<file path="src/rtl/axis_packet_arbiter.sv">
// axis_packet_arbiter: packet-aware round-robin arbiter sharing one AXI-Stream output between two sources
module axis_packet_arbiter #(
    parameter int DATA_WIDTH = 256,
    parameter int CNT_WIDTH  = 32
) (
    input  logic                  clk,
    input  logic                  reset,
    input  logic [DATA_WIDTH-1:0] AXIS_IN1_TDATA,
    input  logic                  AXIS_IN1_TVALID,
    input  logic                  AXIS_IN1_TLAST,
    output logic                  AXIS_IN1_TREADY,
    input  logic [DATA_WIDTH-1:0] AXIS_IN2_TDATA,
    input  logic                  AXIS_IN2_TVALID,
    input  logic                  AXIS_IN2_TLAST,
    output logic                  AXIS_IN2_TREADY,
    output logic [DATA_WIDTH-1:0] AXIS_OUT_TDATA,
    output logic                  AXIS_OUT_TVALID,
    output logic                  AXIS_OUT_TLAST,
    input  logic                  AXIS_OUT_TREADY,
    output logic [CNT_WIDTH-1:0]  PKT_COUNT1,
    output logic [CNT_WIDTH-1:0]  PKT_COUNT2
);
    typedef enum logic [1:0] {IDLE, BUSY1, BUSY2} state_t;

    state_t state, state_nxt;
    logic   last2, last2_nxt;
    logic   busy1, busy2, eop1, eop2;

    assign busy1 = state == BUSY1;
    assign busy2 = state == BUSY2;
    assign eop1  = busy1 & AXIS_IN1_TVALID & AXIS_OUT_TREADY & AXIS_IN1_TLAST;
    assign eop2  = busy2 & AXIS_IN2_TVALID & AXIS_OUT_TREADY & AXIS_IN2_TLAST;

    // grant state and round-robin history; last2 set means source 2 was served most recently
    always_ff @(posedge clk or posedge reset) begin
        if (reset) begin
            state <= IDLE;
            last2 <= 1'b1;
        end else begin
            state <= state_nxt;
            last2 <= last2_nxt;
        end
    end

    // grant only moves on a TLAST handshake, so packets never interleave
    always_comb begin
        state_nxt = state;
        case (state)
            IDLE:    state_nxt = AXIS_IN1_TVALID & (~AXIS_IN2_TVALID | last2) ? BUSY1 :
                                 AXIS_IN2_TVALID ? BUSY2 : IDLE;
            BUSY1:   if (eop1) state_nxt = AXIS_IN2_TVALID ? BUSY2 : AXIS_IN1_TVALID ? BUSY1 : IDLE;
            BUSY2:   if (eop2) state_nxt = AXIS_IN1_TVALID ? BUSY1 : AXIS_IN2_TVALID ? BUSY2 : IDLE;
            default: state_nxt = IDLE;
        endcase
        last2_nxt = state_nxt == BUSY2 ? 1'b1 : state_nxt == BUSY1 ? 1'b0 : last2;
    end

    // zero-latency output mux; ready back to a source depends only on grant and downstream ready
    always_comb begin
        AXIS_OUT_TDATA  = busy1 ? AXIS_IN1_TDATA  : busy2 ? AXIS_IN2_TDATA  : '0;
        AXIS_OUT_TVALID = busy1 ? AXIS_IN1_TVALID : busy2 ? AXIS_IN2_TVALID : 1'b0;
        AXIS_OUT_TLAST  = busy1 ? AXIS_IN1_TLAST  : busy2 ? AXIS_IN2_TLAST  : 1'b0;
        AXIS_IN1_TREADY = busy1 & AXIS_OUT_TREADY;
        AXIS_IN2_TREADY = busy2 & AXIS_OUT_TREADY;
    end

    // per-source forwarded-packet counters, wrapping naturally
    always_ff @(posedge clk or posedge reset) begin
        if (reset) begin
            PKT_COUNT1 <= '0;
            PKT_COUNT2 <= '0;
        end else begin
            if (eop1) PKT_COUNT1 <= PKT_COUNT1 + 1'b1;
            if (eop2) PKT_COUNT2 <= PKT_COUNT2 + 1'b1;
        end
    end
endmodule

</file>
<file path="config.mk">
export PLATFORM = sky130hd
export DESIGN_NAME = axis_packet_arbiter
export DESIGN_NICKNAME = d
export VERILOG_FILES = /design/src/rtl/axis_packet_arbiter.sv
export SDC_FILE = /design/constraint.sdc
export NUM_CORES = 1
export LEC_CHECK = 0
export BUFFER_PORTS_ARGS = -buffer_cell sky130_fd_sc_hd__buf_2
export CAP_MARGIN = 20
export CORE_AREA = 4 4 325 327
export DETAILED_ROUTE_END_ITERATION = 8
export DIE_AREA = 0 0 329 331
export PLACE_DENSITY = 0.3
export SETUP_SLACK_MARGIN = 0.1
export SYNTH_ARGS = -nofsm -noshare
export SYNTH_HDL_FRONTEND = slang
export SYNTH_SLANG_ARGS = --single-unit
export TNS_END_PERCENT = 10
</file>
<file path="constraint.sdc">
create_clock -name clk -period 2.3 [get_ports clk]
set_clock_uncertainty 0.15 [all_clocks]
set_input_delay 0.23 -clock clk [delete_from_list [all_inputs] [get_ports clk]]
set_output_delay 0.23 -clock clk [all_outputs]
set_load 0.05 [all_outputs]
</file>
# ---- Yosys cells after proc, flatten, opt, wreduce, memory -nomap -nowiden
# Index checks and enable logic that the tools add are counted.
dict set report totals {
  register_bits 67
  out_inout_bits 324
  wordCells 39
}
dict set report op_classes {
  add_sub_neg 2
  n_eq_ne 4
  mux 16
  bitwise 11
  n_reduce_logical 2
}
# cell n
set op_table {}
lappend op_table {{256-bit two-way mux} 2}
lappend op_table {{32-bit by 1-bit adder with 32-bit output (second input constant)} 2}
lappend op_table {{2-bit two-way mux} 6}
lappend op_table {{1-bit AND} 9}
lappend op_table {{1-bit two-way mux} 7}
lappend op_table {{2-bit one-hot mux with 3 select lines} 1}
lappend op_table {{2-bit by 1-bit equality test with 1-bit output (second input constant)} 2}
lappend op_table {{2-bit equality test (second input constant)} 2}
lappend op_table {{2-bit logical NOT} 1}
lappend op_table {{2-bit nonzero test} 1}
lappend op_table {{1-bit inverter} 1}
lappend op_table {{1-bit OR} 1}

# ---- Logic depth before layout (Yosys ltp)
dict set report logic_depth {
  depth_word 9
  mapped_depth 8
}

# ---- Worst setup path after synthesis
# OpenSTA, ideal clock, no wires.
dict set report synth_timing {
  path_type {register to register}
  start {register state[1]}
  end {register last2}
  t_arrival_ps 2052
  required_time_ps 2068
  path_slack_ps 16
  stages_incl_launch_ff 9
  n_path_buf 1
  synth_period_minus_slack_ps 2284
  cell_sequence {dfrtp_1 buf_4 nand3b_4 inv_1 and3_1 o21ai_0 a22oi_1 ha_1 mux2_2}
}
dict set report synth_between {
  elab_chain_len 8
  elab_cells_between_ends 16
  classes_between {eq/ne: 4; mux: 4; bitwise: 6; reduce/logical: 2}
}
# item line
set synth_lines {}
lappend synth_lines {{from (decl)} 25} ;# state_t state, state_nxt;
lappend synth_lines {{from (signal assigned)} 40} ;# state <= state_nxt;
lappend synth_lines {{2-bit equality test / 2-bit by 1-bit equality test with 1-bit output (equally long branches)} {30, 48, 29}}
lappend synth_lines {{1-bit AND, on equally long branches (3 in series)} {32, 31}}
lappend synth_lines {{2-bit two-way mux, on equally long branches} {52, 51}}
lappend synth_lines {{2-bit one-hot mux with 3 select lines *} 48} ;# case (state)
lappend synth_lines {{named net state_nxt[1]} 25}
lappend synth_lines {{2-bit equality test / 2-bit by 1-bit equality test with 1-bit output (equally long branches)} 55} ;# last2_nxt = state_nxt == BUSY2 ? 1'b1 : state_nxt == BUSY1 ? 1'b0 : last2;
lappend synth_lines {{1-bit two-way mux / 2-bit nonzero test (equally long branches)} -}
lappend synth_lines {{to (signal assigned)} 41} ;# last2 <= last2_nxt;
lappend synth_lines {{to (decl)} 26} ;# logic last2, last2_nxt;
# The timed path passes the listed nets; every way through them passes the cells marked *.
# A chain may end at the register's enable or synchronous reset.

# ---- Final worst setup path
dict set report layout_timing {
  start {register state[1]}
  end {output AXIS_OUT_TDATA[161]}
}
dict set report layout_between {
  elab_chain_len 3
  elab_cells_between_ends 4
  classes_between {eq/ne: 2; mux: 2}
}
# item line
set layout_lines {}
lappend layout_lines {{2-bit equality test} 30} ;# assign busy2 = state == BUSY2;
lappend layout_lines {{256-bit two-way mux} 60} ;# AXIS_OUT_TDATA = busy1 ? AXIS_IN1_TDATA : busy2 ? AXIS_IN2_TDATA : '0;
lappend layout_lines {{256-bit two-way mux *} 60}
lappend layout_lines {{to (decl)} 16} ;# output logic [DATA_WIDTH-1:0] AXIS_OUT_TDATA,
# Every way passes the cells marked *; elsewhere a longest branch is shown, timed or not.

==> results.toml <==
[run_status]
status = "complete, but fails checks"
failed_checks = "negative setup slack"

[sta]
period_share_pct = 101.2
fmax_ghz = 0.4298
drv_slew = 0
hold_viol_final = 0
slew_headroom_pct = 42.36
setup_tns_ps = -89.48
setup_viol = 7
rsz0062_at_grt = "true"
hold-worst-slack_ps = 150.4
tightest_slew_ps = 863.3
finalCriticalPeriod_ps = 2327
worst_slack_ps = -26.84

[yosys]
synthArstFlopShare_pct = 100.0
synth_area_leaders = "a22o_1, dfrtp_1, xnor2_1"
syn_area_mm2 = 0.005807
netlist.area_leader.share_pct = 38.76
avgSynthCellArea_um2 = 9.582
synth_edf_count = 0
syn_nets = 1128
netlist_instances = 606
ys_top_cells_by_count = "a22o_1, dfrtp_1, xnor2_1"
synth_seq_cells = 67
ys.flop_type = "dfrtp_1"
yosysSeqAreaShare_pct = 28.89
yosys_warnings = 0
yosysTopAreaCell = "a22o_1"
synth_cell_type_count = 36
post-synth-top-count-cell = "a22o_1"

[detailed_routing]
drt_iter0_drc = 555
vias = 9761
drc = 0
routed_via_density = 3.409
wl_per_cell_um = 30.50
first_pass_iters = 5
drtAntennaViolNets = 0
postRouteWirelength_um = 87320

[layout]
multi_input_area_mm2 = 0.004643
post-route-util_pct = 15.71
area_growth_pct = 178.4
fillers = 11694
design_area_mm2 = 0.01617
layout-drive-gt1-share_pct = 72.21
nets = 1978
regArea_mm2 = 0.001679

[place]
portBuffers = 842
dpl_cell_area_mm2 = 0.01354
pre_cts_ws_ps = -41.71
dp_hpwl_um = 75770
place.gp.congestion = 0.9534

[floorplanning]
dieArea_mm2 = 0.1089
rows = 118
die_w_um = 329
fp.dieH_um = 331
io_pins = 843
initial_utilization_pct = 5.643
core_mm2 = 0.1029

[clock_tree]
cts_tree = "built"
path_clk_slew_ps = 60
numCtsBuffers = 9
cts_root_buf = "clkbuf_16"
cts_max_path_buffers = 2
htree_levels = 3
cts_sinks = 67
clk_latency_ps = 350

[global_route]
antenna_found_initial = 86
grt_pass1_vias = 9853
grtUsageTotal_pct = 14.62
grt_max_degree = 50
grt_pass1_wl_um = 104300
grt_overflow = 0

[pwr]
power_density_mw_per_mm2 = 1633
ir_drop_v = 0.0006787
leakagePower_nw = 7.797

[worst_setup_path]
crit_path_end_kind = "output pin"
crit_type = "reg2out"
worstPathArrival_ps = 1950
worst_setup_path_start_kind = "flop"
path_max_fanout = 7
required_ps = 1920

[flow_run]
drv_cap = 0

[min_path]
worstHoldPathType = "in2reg"
## kinds of logic after synthesis
family,synth area share [%]
AOI/OAI and AO/OA,39.91
and+or+nand+nor,14.59
buffers and inverters,6.033
DFF,28.89
xor gates and xnor gates,9.351
muxes,0.5817
adders and majority gates,0.6465
## path summary, 6_finish.rpt
path                                            start                         end  slack [ps]  depth (start not counted)
max in group asynchronous                       reset           last2$_DFFE_PP1P_         860                          4
max reg2reg                        state[1]$_DFF_PP0_           last2$_DFFE_PP1P_         110                          6
max                                state[1]$_DFF_PP0_         AXIS_OUT_TDATA[161]         -30                          7
min in group asynchronous                       reset   PKT_COUNT2[0]$_DFFE_PP0N_         470                          3
min reg2reg                PKT_COUNT2[31]$_DFFE_PP0N_  PKT_COUNT2[31]$_DFFE_PP0N_         340                          1
min                                   AXIS_IN2_TVALID          state[1]$_DFF_PP0_         150                          3
## worst max-delay path, cell delays in order, from the launching register on
cell,delay (ps)
dfrtp_2,430
and2b_4,180
buf_12,150
buf_16,160
buf_12,150
buf_8,120
a22o_4,220
buf_12,150
## cell type report
class / count / share of cell area (%)
clock buffer: 10 / 1.478
inverter: 9 / 0.2322
timing repair buffer: 903 / 47.86
sequential: 67 / 10.39
antenna: 22 / 0.3405
tap: 1380 / 10.68
clock inverter: 6 / 0.3018
multi-input combinational: 466 / 28.72
## per-layer routing
metal	global-route usage [%]	wire [um]
met5	0	244
met4	2.993	1572
met3	6.714	9457
met2	23.43	39880
met1	18.02	36170
## cells in the final DEF, fill, tap and decap left out, types with 10 or more instances in the layout
cell	synthesis	final
buf_4	3	30
nand4_1	36	36
dfrtp_1	66	65
a22o_4	0	94
buf_2	52	595
xnor2_1	55	55
buf_12	0	121
buf_8	0	10
nand3_1	27	27
nand2_1	18	18
a22o_2	0	19
diode_2	0	22
clkbuf_16	0	18
a22o_1	257	144
buf_16	0	11
buf_6	0	119
## report_power, final
| part | switching, mW | total [mW] | internal, mW | leakage (nW) |
|---|---|---|---|---|
| registers | 0.0909 | 1.35 | 1.26 | 0.921 |
| logic | 14.2 | 23.7 | 9.50 | 6.74 |
| clock network | 0.593 | 1.36 | 0.769 | 0.132 |
| total | 14.9 | 26.4 | 11.5 | 7.80 |
## state kept, by name (all words and copies together), names as in the netlist
register	cells
state	2
last2	1
PKT_COUNT1	32
PKT_COUNT2	32
## through the flow
stage / power (mW) / std cells
after CTS: 25.40 / 2829
after global placement: 21.14 / 2800
after floorplan: 12.19 / 606
after detailed placement: 21.08 / 2800
after global routing: 27.22 / 2846
final: 26.40 / 2863
## repair_timing
item	4_1_cts	5_1_grt
setup endpoints to repair	259	258
hold endpoints to repair	33	0
hold buffers	1	0
gates cloned	5	10
pin swaps	68	57
gates resized for setup	337	97
setup buffers	7	2
No activity file was read; power rests on OpenSTA's default activity.
